## src/rtl/button_event_gen.sv

```systemverilog
// button_event_gen: turns debounced button levels into one-cycle command pulses
//   Up/down fire on press and auto-repeat while held; select fires once per press.
//   Up/down share one arbitration FSM that locks out conflicting presses.
//   Optional feature macro: AUTOREPEAT_EN (undefined: no repeat pulses, repeat_active = 0).
// Ports:
//   clk           in   system clock
//   reset         in   asynchronous, active-high reset
//   au/dis/sel    in   debounced increase / decrease / select levels
//   inc_pulse     out  one-cycle increase command
//   dec_pulse     out  one-cycle decrease command
//   sel_pulse     out  one-cycle select command
//   repeat_active out  high while the FSM is in REPEAT
module button_event_gen #(
    parameter int HOLD_CYCLES   = 50_000_000,
    parameter int REPEAT_CYCLES = 10_000_000,
    parameter int CNT_W         = 26
) (
    input  logic clk,
    input  logic reset,
    input  logic au,
    input  logic dis,
    input  logic sel,
    output logic inc_pulse,
    output logic dec_pulse,
    output logic sel_pulse,
    output logic repeat_active
);
    if (HOLD_CYCLES < 2 || REPEAT_CYCLES < 2 ||
        HOLD_CYCLES - 1 >= (1 << CNT_W) || REPEAT_CYCLES - 1 >= (1 << CNT_W)) begin : g_bad_cfg
        $error("button_event_gen: invalid HOLD_CYCLES/REPEAT_CYCLES/CNT_W");
    end
    typedef enum logic [1:0] {S_IDLE, S_WAIT, S_REPEAT, S_LOCK} state_t;
    state_t state_q, state_d;
    logic dir_q, dir_d;
    logic au_q, dis_q, sel_q;
    logic inc_q, inc_d, dec_q, dec_d, sel_pulse_q;
    logic rise_au, rise_dis, active, other;
    assign rise_au  = au & ~au_q;
    assign rise_dis = dis & ~dis_q;
    // dir selects which button owns the FSM; the other one is the conflicting press
    assign active   = dir_q ? dis : au;
    assign other    = dir_q ? au : dis;
`ifdef AUTOREPEAT_EN
    logic [CNT_W-1:0] cnt_q, cnt_d, cnt_last;
    logic rep_q;
    assign cnt_last = (state_q == S_WAIT) ? CNT_W'(HOLD_CYCLES - 1) : CNT_W'(REPEAT_CYCLES - 1);
`endif
    always_comb begin
        state_d = state_q;
        dir_d   = dir_q;
        inc_d   = 1'b0;
        dec_d   = 1'b0;
`ifdef AUTOREPEAT_EN
        cnt_d   = cnt_q;
`endif
        case (state_q)
            S_IDLE: begin
                if (au && dis)
                    state_d = S_LOCK;
                else if (rise_au || rise_dis) begin
                    state_d = S_WAIT;
                    dir_d   = rise_dis;
                    inc_d   = rise_au;
                    dec_d   = rise_dis;
`ifdef AUTOREPEAT_EN
                    cnt_d   = '0;
`endif
                end
            end
            S_WAIT, S_REPEAT: begin
                if (!active)
                    state_d = S_IDLE;
                else if (other)
                    state_d = S_LOCK;
`ifdef AUTOREPEAT_EN
                else if (cnt_q == cnt_last) begin
                    state_d = S_REPEAT;
                    inc_d   = ~dir_q;
                    dec_d   = dir_q;
                    cnt_d   = '0;
                end else
                    cnt_d = cnt_q + 1'b1;
`endif
            end
            S_LOCK: if (!au && !dis) state_d = S_IDLE;
            default: state_d = S_IDLE;
        endcase
    end
    always_ff @(posedge clk or posedge reset) begin
        if (reset) begin
            state_q     <= S_IDLE;
            dir_q       <= 1'b0;
            au_q        <= 1'b1;
            dis_q       <= 1'b1;
            sel_q       <= 1'b1;
            inc_q       <= 1'b0;
            dec_q       <= 1'b0;
            sel_pulse_q <= 1'b0;
`ifdef AUTOREPEAT_EN
            cnt_q       <= '0;
            rep_q       <= 1'b0;
`endif
        end else begin
            state_q     <= state_d;
            dir_q       <= dir_d;
            au_q        <= au;
            dis_q       <= dis;
            sel_q       <= sel;
            inc_q       <= inc_d;
            dec_q       <= dec_d;
            sel_pulse_q <= sel & ~sel_q;
`ifdef AUTOREPEAT_EN
            cnt_q       <= cnt_d;
            rep_q       <= state_d == S_REPEAT;
`endif
        end
    end
    assign inc_pulse = inc_q;
    assign dec_pulse = dec_q;
    assign sel_pulse = sel_pulse_q;
`ifdef AUTOREPEAT_EN
    assign repeat_active = rep_q;
`else
    assign repeat_active = 1'b0;
`endif
endmodule

```

## config.mk

```make
export PLATFORM = sky130hd
export DESIGN_NAME = button_event_gen
export DESIGN_NICKNAME = d
export VERILOG_FILES = /design/src/rtl/button_event_gen.sv
export SDC_FILE = /design/constraint.sdc
export NUM_CORES = 1
export LEC_CHECK = 0
export ABC_AREA = 1
export BUFFER_PORTS_ARGS = -buffer_cell sky130_fd_sc_hd__buf_4
export CORE_AREA = 2 2 39 41
export CTS_CLUSTER_SIZE = 20
export DETAILED_ROUTE_END_ITERATION = 6
export DIE_AREA = 0 0 41 43
export GPL_TIMING_DRIVEN = 1
export SETUP_SLACK_MARGIN = 0.05
export SYNTH_ARGS = -nofsm -noshare
export SYNTH_HDL_FRONTEND = slang
export SYNTH_SLANG_ARGS = --single-unit
```

## constraint.sdc

```tcl
create_clock -name clk -period 1.15 [get_ports clk]
set_input_delay 0.2875 -clock clk [delete_from_list [all_inputs] [get_ports clk]]
set_output_delay 0.2875 -clock clk [all_outputs]
set_load 0.05 [all_outputs]
```

After elaboration in Yosys (flattened, before gate mapping)
Index checks and enable logic that the tools add are counted.
{"block": "word_totals", "reg_bits": 9, "wordCells": 44}
{"block": "op_classes", "n_eq_ne": 6, "muxes": 14, "bitwise_logic": 7, "reduce_logical": 9}
{"op": "2-bit two-way mux", "n": 5}
{"op": "1-bit two-way mux", "n": 8}
{"op": "3-bit inequality test, second input constant", "n": 2}
{"op": "2-bit one-hot mux with 3 select lines", "n": 1}
{"op": "3-bit AND reduction", "n": 2}
{"op": "2-bit equality test, second input constant", "n": 2}
{"op": "1-bit NOT", "n": 4}
{"op": "1-bit AND", "n": 3}
{"op": "2-bit by 1-bit equality test with 1-bit output, second input constant", "n": 1}
{"op": "1-bit logical AND", "n": 2}
{"op": "1-bit logical NOT", "n": 2}
{"op": "2-bit logical NOT", "n": 1}
{"op": "2-bit inequality test, second input constant", "n": 1}
{"op": "2-bit OR reduction", "n": 1}
{"op": "1-bit logical OR", "n": 1}

Logic depth before layout (Yosys ltp)
{"block": "depth", "depth_word": 6, "mapped_depth": 8}

Worst setup path before layout
Ideal clock, no wire load.
{"block": "synth_path", "kind": "flip-flop to flip-flop", "startpoint": "reg state_q[0]", "endpoint": "reg state_q[0]", "setup_time_ps": 117, "arrival_ps": 1008, "setup_slack_ps": 25, "path_stages_with_launch": 7, "n_path_buf": 0, "cell_sequence": "dfrtp_1 -> inv_1 -> ha_1 -> nand4_1 -> nand2_1 -> nand2_1 -> nand2_1"}
{"block": "synth_between", "elab_chain_cells": 4, "elab_cells_between_ends": 10, "classes_between": "eq/ne: 6; mux: 1; reduce/logical: 3"}
{"element": "from (decl)", "line_no": "33", "source": "state_t state_q, state_d;"}
{"element": "from (signal assigned)", "line_no": "104", "source": "state_q <= state_d;"}
{"element": "2-bit by 1-bit equality test with 1-bit output / 2-bit equality test (equally long branches)", "line_no": "56", "source": "case (state_q)"}
{"element": "2-bit OR reduction", "line_no": "56"}
{"element": "3-bit inequality test (no source line)"}
{"element": "3-bit AND reduction (no source line)"}
Parallel ways exist; a longest one is shown, timed or not.
A chain may end at the register's enable or synchronous reset.

Worst setup path in the final report
{"block": "layout_path", "startpoint": "reg state_q[1]", "endpoint": "reg state_q[0]"}
Same word-level chain as after synthesis.

==> qor.json <==
{
  "status": {"value": "complete, but fails checks"},
  "failed_checks": {"value": "negative setup slack"},
  "grt_antenna_before_repair": {"value": 0},
  "drt-initial-drc-count": {"value": 7},
  "die_width": {"value": 41, "unit": "um"},
  "layoutNonFillerInstCount": {"value": 83},
  "detailedPlace.worstSlack": {"value": -0.01447, "unit": "ns"},
  "wl_per_cell": {"value": 10.19, "unit": "um"},
  "post-route-min-period": {"value": 1.213, "unit": "ns"},
  "whs_path_depth": {"value": 1},
  "critical_path.max_fanout": {"value": 4},
  "maxClockFrequency": {"value": 824.1, "unit": "MHz"},
  "layout_worst_path_cycle_share": {"value": 105.5, "unit": "%"},
  "vdd_ir_drop_max": {"value": 0.001020, "unit": "V"},
  "rrSetupSlack": {"value": -0.06, "unit": "ns"},
  "dp_cell_count": {"value": 77},
  "port_buffers": {"value": 7},
  "drive_gt1_share": {"value": 40.30, "unit": "%"},
  "std_cell_rows": {"value": 14},
  "r2r.worst_path.cells": {"value": 5},
  "clkPwrFrac": {"value": 17.4, "unit": "%"},
  "clock_buffer_depth": {"value": 2},
  "hold_slack": {"value": 0.1417, "unit": "ns"},
  "holdCritPathClass": {"value": "primary input to flop"},
  "tritoncts_clock_tree": {"value": "built"},
  "setup_violations": {"value": 2},
  "internal_power": {"value": 0.8401, "unit": "mW"},
  "cap_violations": {"value": 0},
  "drcViolationCount": {"value": 0},
  "power_leakage": {"value": 0.3255, "unit": "nW"},
  "cp-start-kind": {"value": "flop"},
  "power.share.combinational": {"value": 51.2, "unit": "%"},
  "crit_required": {"value": 1.35, "unit": "ns"},
  "hp-start": {"value": "sel"},
  "grt_first_pass_wirelength": {"value": 1400, "unit": "um"},
  "grt_overflow_total": {"value": 0},
  "clock_sinks": {"value": 9},
  "arrival": {"value": 1.41, "unit": "ns"},
  "design.portCount": {"value": 9},
  "detail_route.vias_per_cell": {"value": 4.398},
  "die_area": {"value": 1763, "unit": "um2"},
  "maximum_level_of_the_cts_h_tree": {"value": 1},
  "remaining_antenna_violation_count_after_routing": {"value": 0},
  "ys_ff_latch": {"value": 9},
  "synth_warnings": {"value": 0},
  "synthesis.area": {"value": 440.4, "unit": "um2"},
  "syn_inst": {"value": 52},
  "worst_r2r_endpoint": {"value": "state_q[0]"},
  "finalCoreUtilization": {"value": 45.66, "unit": "%"},
  "area.growth.synth_to_final": {"value": 43.47, "unit": "%"},
  "power.density": {"value": 2205, "unit": "nW/um2"},
  "die_height": {"value": 43, "unit": "um"},
  "wl": {"value": 846, "unit": "um"},
  "number_of_buffers_created_by_cts": {"value": 3},
  "last_weighted_congestion_value_of_the_routability_driven_placer": {"value": 0.7969},
  "worst_slack": {"value": -0.06343, "unit": "ns"},
  "worst-path-buf-inv": {"value": 1},
  "synth.net_count": {"value": 60},
  "track_usage": {"value": 12.56, "unit": "%"},
  "cp_cell_sequence": {"value": "inv_2 > ha_4 > o21ai_0 > nand3_1 > nand2_1"},
  "antenna_cell_count": {"value": 0},
  "drt_pass1_iterations": {"value": 4},
  "critical-path-top-delay-family": {"value": "flip-flops"},
  "vias_in_the_first_global_route": {"value": 334},
  "netlist.area_leader.share": {"value": 34.09, "unit": "%"},
  "fin_skew": {"value": 0.002535, "unit": "ns"},
  "hold_viol_final": {"value": 0},
  "synth.largest_area_cell": {"value": "dfrtp_1"},
  "grt_start_max_net_pins": {"value": 10},
  "critical_path.reg2reg.startpoint": {"value": "state_q[1]"},
  "ys_dominant_reg_cell": {"value": "dfrtp_1"},
  "end_point_of_the_most_critical_hold_path": {"value": "sel_q"},
  "num_vias": {"value": 365},
  "place_hpwl": {"value": 567.2, "unit": "um"},
  "total_switching_power": {"value": 0.5530, "unit": "mW"},
  "clk_pin_slew": {"value": 0.06, "unit": "ns"},
  "timing_max_transition_violations_final": {"value": 0},
  "fp.coreArea": {"value": 1384, "unit": "um2"},
  "synth_enable_flop_cells": {"value": 0},
  "path_class": {"value": "flop to flop"},
  "top_area_cells_in_the_synthesized_netlist": {"value": "dfrtp_1, dfstp_2, nand2_1, ha_1, inv_1"},
  "pwr-share-seq": {"value": 31.5, "unit": "%"},
  "critical_path.endpoint_type": {"value": "flop"},
  "clk_root_buffer_cell": {"value": "clkbuf_4"},
  "synth.yosys.seq_area_share": {"value": 51.99, "unit": "%"},
  "max_stage_delay": {"value": 0.41, "unit": "ns"},
  "p_total": {"value": 1.393, "unit": "mW"},
  "netlist-cell-type-count": {"value": 15},
  "syn-mean-instance-area": {"value": 8.470, "unit": "um2"},
  "grt_setup_unrepaired": {"value": "true"},
  "floorplan.initialDensity": {"value": 31.83, "unit": "%"},
  "worst_skew_pair.late_latency": {"value": 0.26, "unit": "ns"},
  "synth_common_cells": {"value": "nand2_1, inv_1, dfrtp_1, nand3_1, nor2_1"},
  "synth-async-reset-ratio": {"value": 100.0, "unit": "%"},
  "crit_path_top_delay_cell": {"value": "dfrtp_1"},
  "most_frequent_cell_after_synthesis": {"value": "nand2_1"},
  "power.switching_fraction": {"value": 39.70, "unit": "%"},
  "design.final.nets": {"value": 76}
}
[state kept, by name, indices dropped and copies added (netlist names)]
name / count
state_q: 2
au_q: 1
dec_pulse: 1
dir_q: 1
dis_q: 1
inc_pulse: 1
sel_pulse: 1
sel_q: 1
[worst max path at each step]
stage | from | end | cells past startpoint
finish | state_q[1] | state_q[0] | 5
global route | state_q[1] | state_q[1] | 6
CTS | state_q[1] | state_q[1] | 5
detailed placement | state_q[1] | state_q[0] | 8
global placement | state_q[0] | dir_q | 6
floorplan | state_q[0] | state_q[0] | 8
[kinds of logic after synthesis]
family | share of synthesized area (%)
AO/OA/AOI/OAI | 4.262
adder cells (fa/ha/maj) | 8.524
buffers and inverters | 8.524
flip-flops | 51.99
other | 0.8515
AND/OR/NAND/NOR | 25.85
[through the flow]
stage	TNS, ns	cell area (um2)
6_report	-0.1230	631.9
2_1_floorplan	0	465.4
3_3_place_gp	0	553.0
5_1_grt	-0.2763	631.9
3_5_place_dp	-0.02738	553.0
4_1_cts	-0.02463	616.8
[routing by layer]
metal  up-vias  GRT usage [%]  part of all wire (%)
met5         -              0                     0
li1        187              -                     -
met2         9          18.75                    55
met4         0          6.000                     0
met1       169          13.25                    39
met3         0          7.853                   6.0
[final cells by class]
cell class                 instances  area, um2
clock buffer                       4      26.28
fill                             143      752.0
inverter                           8      30.03
multi-input combinational         34      222.7
sequential                         9      229.0
tap                               16      20.02
timing repair buffer              12      103.9
[placed cells by master (no fill, tap or decap), drive strengths merged, types with 3 or more instances in the layout]
cell type	netlist	routed
nand2	17	17
buf	1	11
inv	8	8
dfrtp	6	6
nor2	5	5
nand3	4	4
clkbuf	0	4
dfstp	3	3
ha	3	3
[what timing repair did]
action                                 CTS  global route
hold buffers                             1             0
setup endpoints to repair                4             6
gates resized for setup                  7             2
pin swaps                                6             0
endpoints found under the hold margin    6             0
setup buffers                            0             1
[power groups by stage]
stage          combinational [mW]  sequential [mW]  clock [mW]
2_1_floorplan               0.411            0.472           0
3_5_place_dp                0.612            0.440           0
5_1_grt                     0.798            0.446       0.277
3_3_place_gp                0.608            0.439           0
6_report                    0.713            0.438       0.242
4_1_cts                     0.673            0.436       0.254
Power figures use the tool's default switching activity.
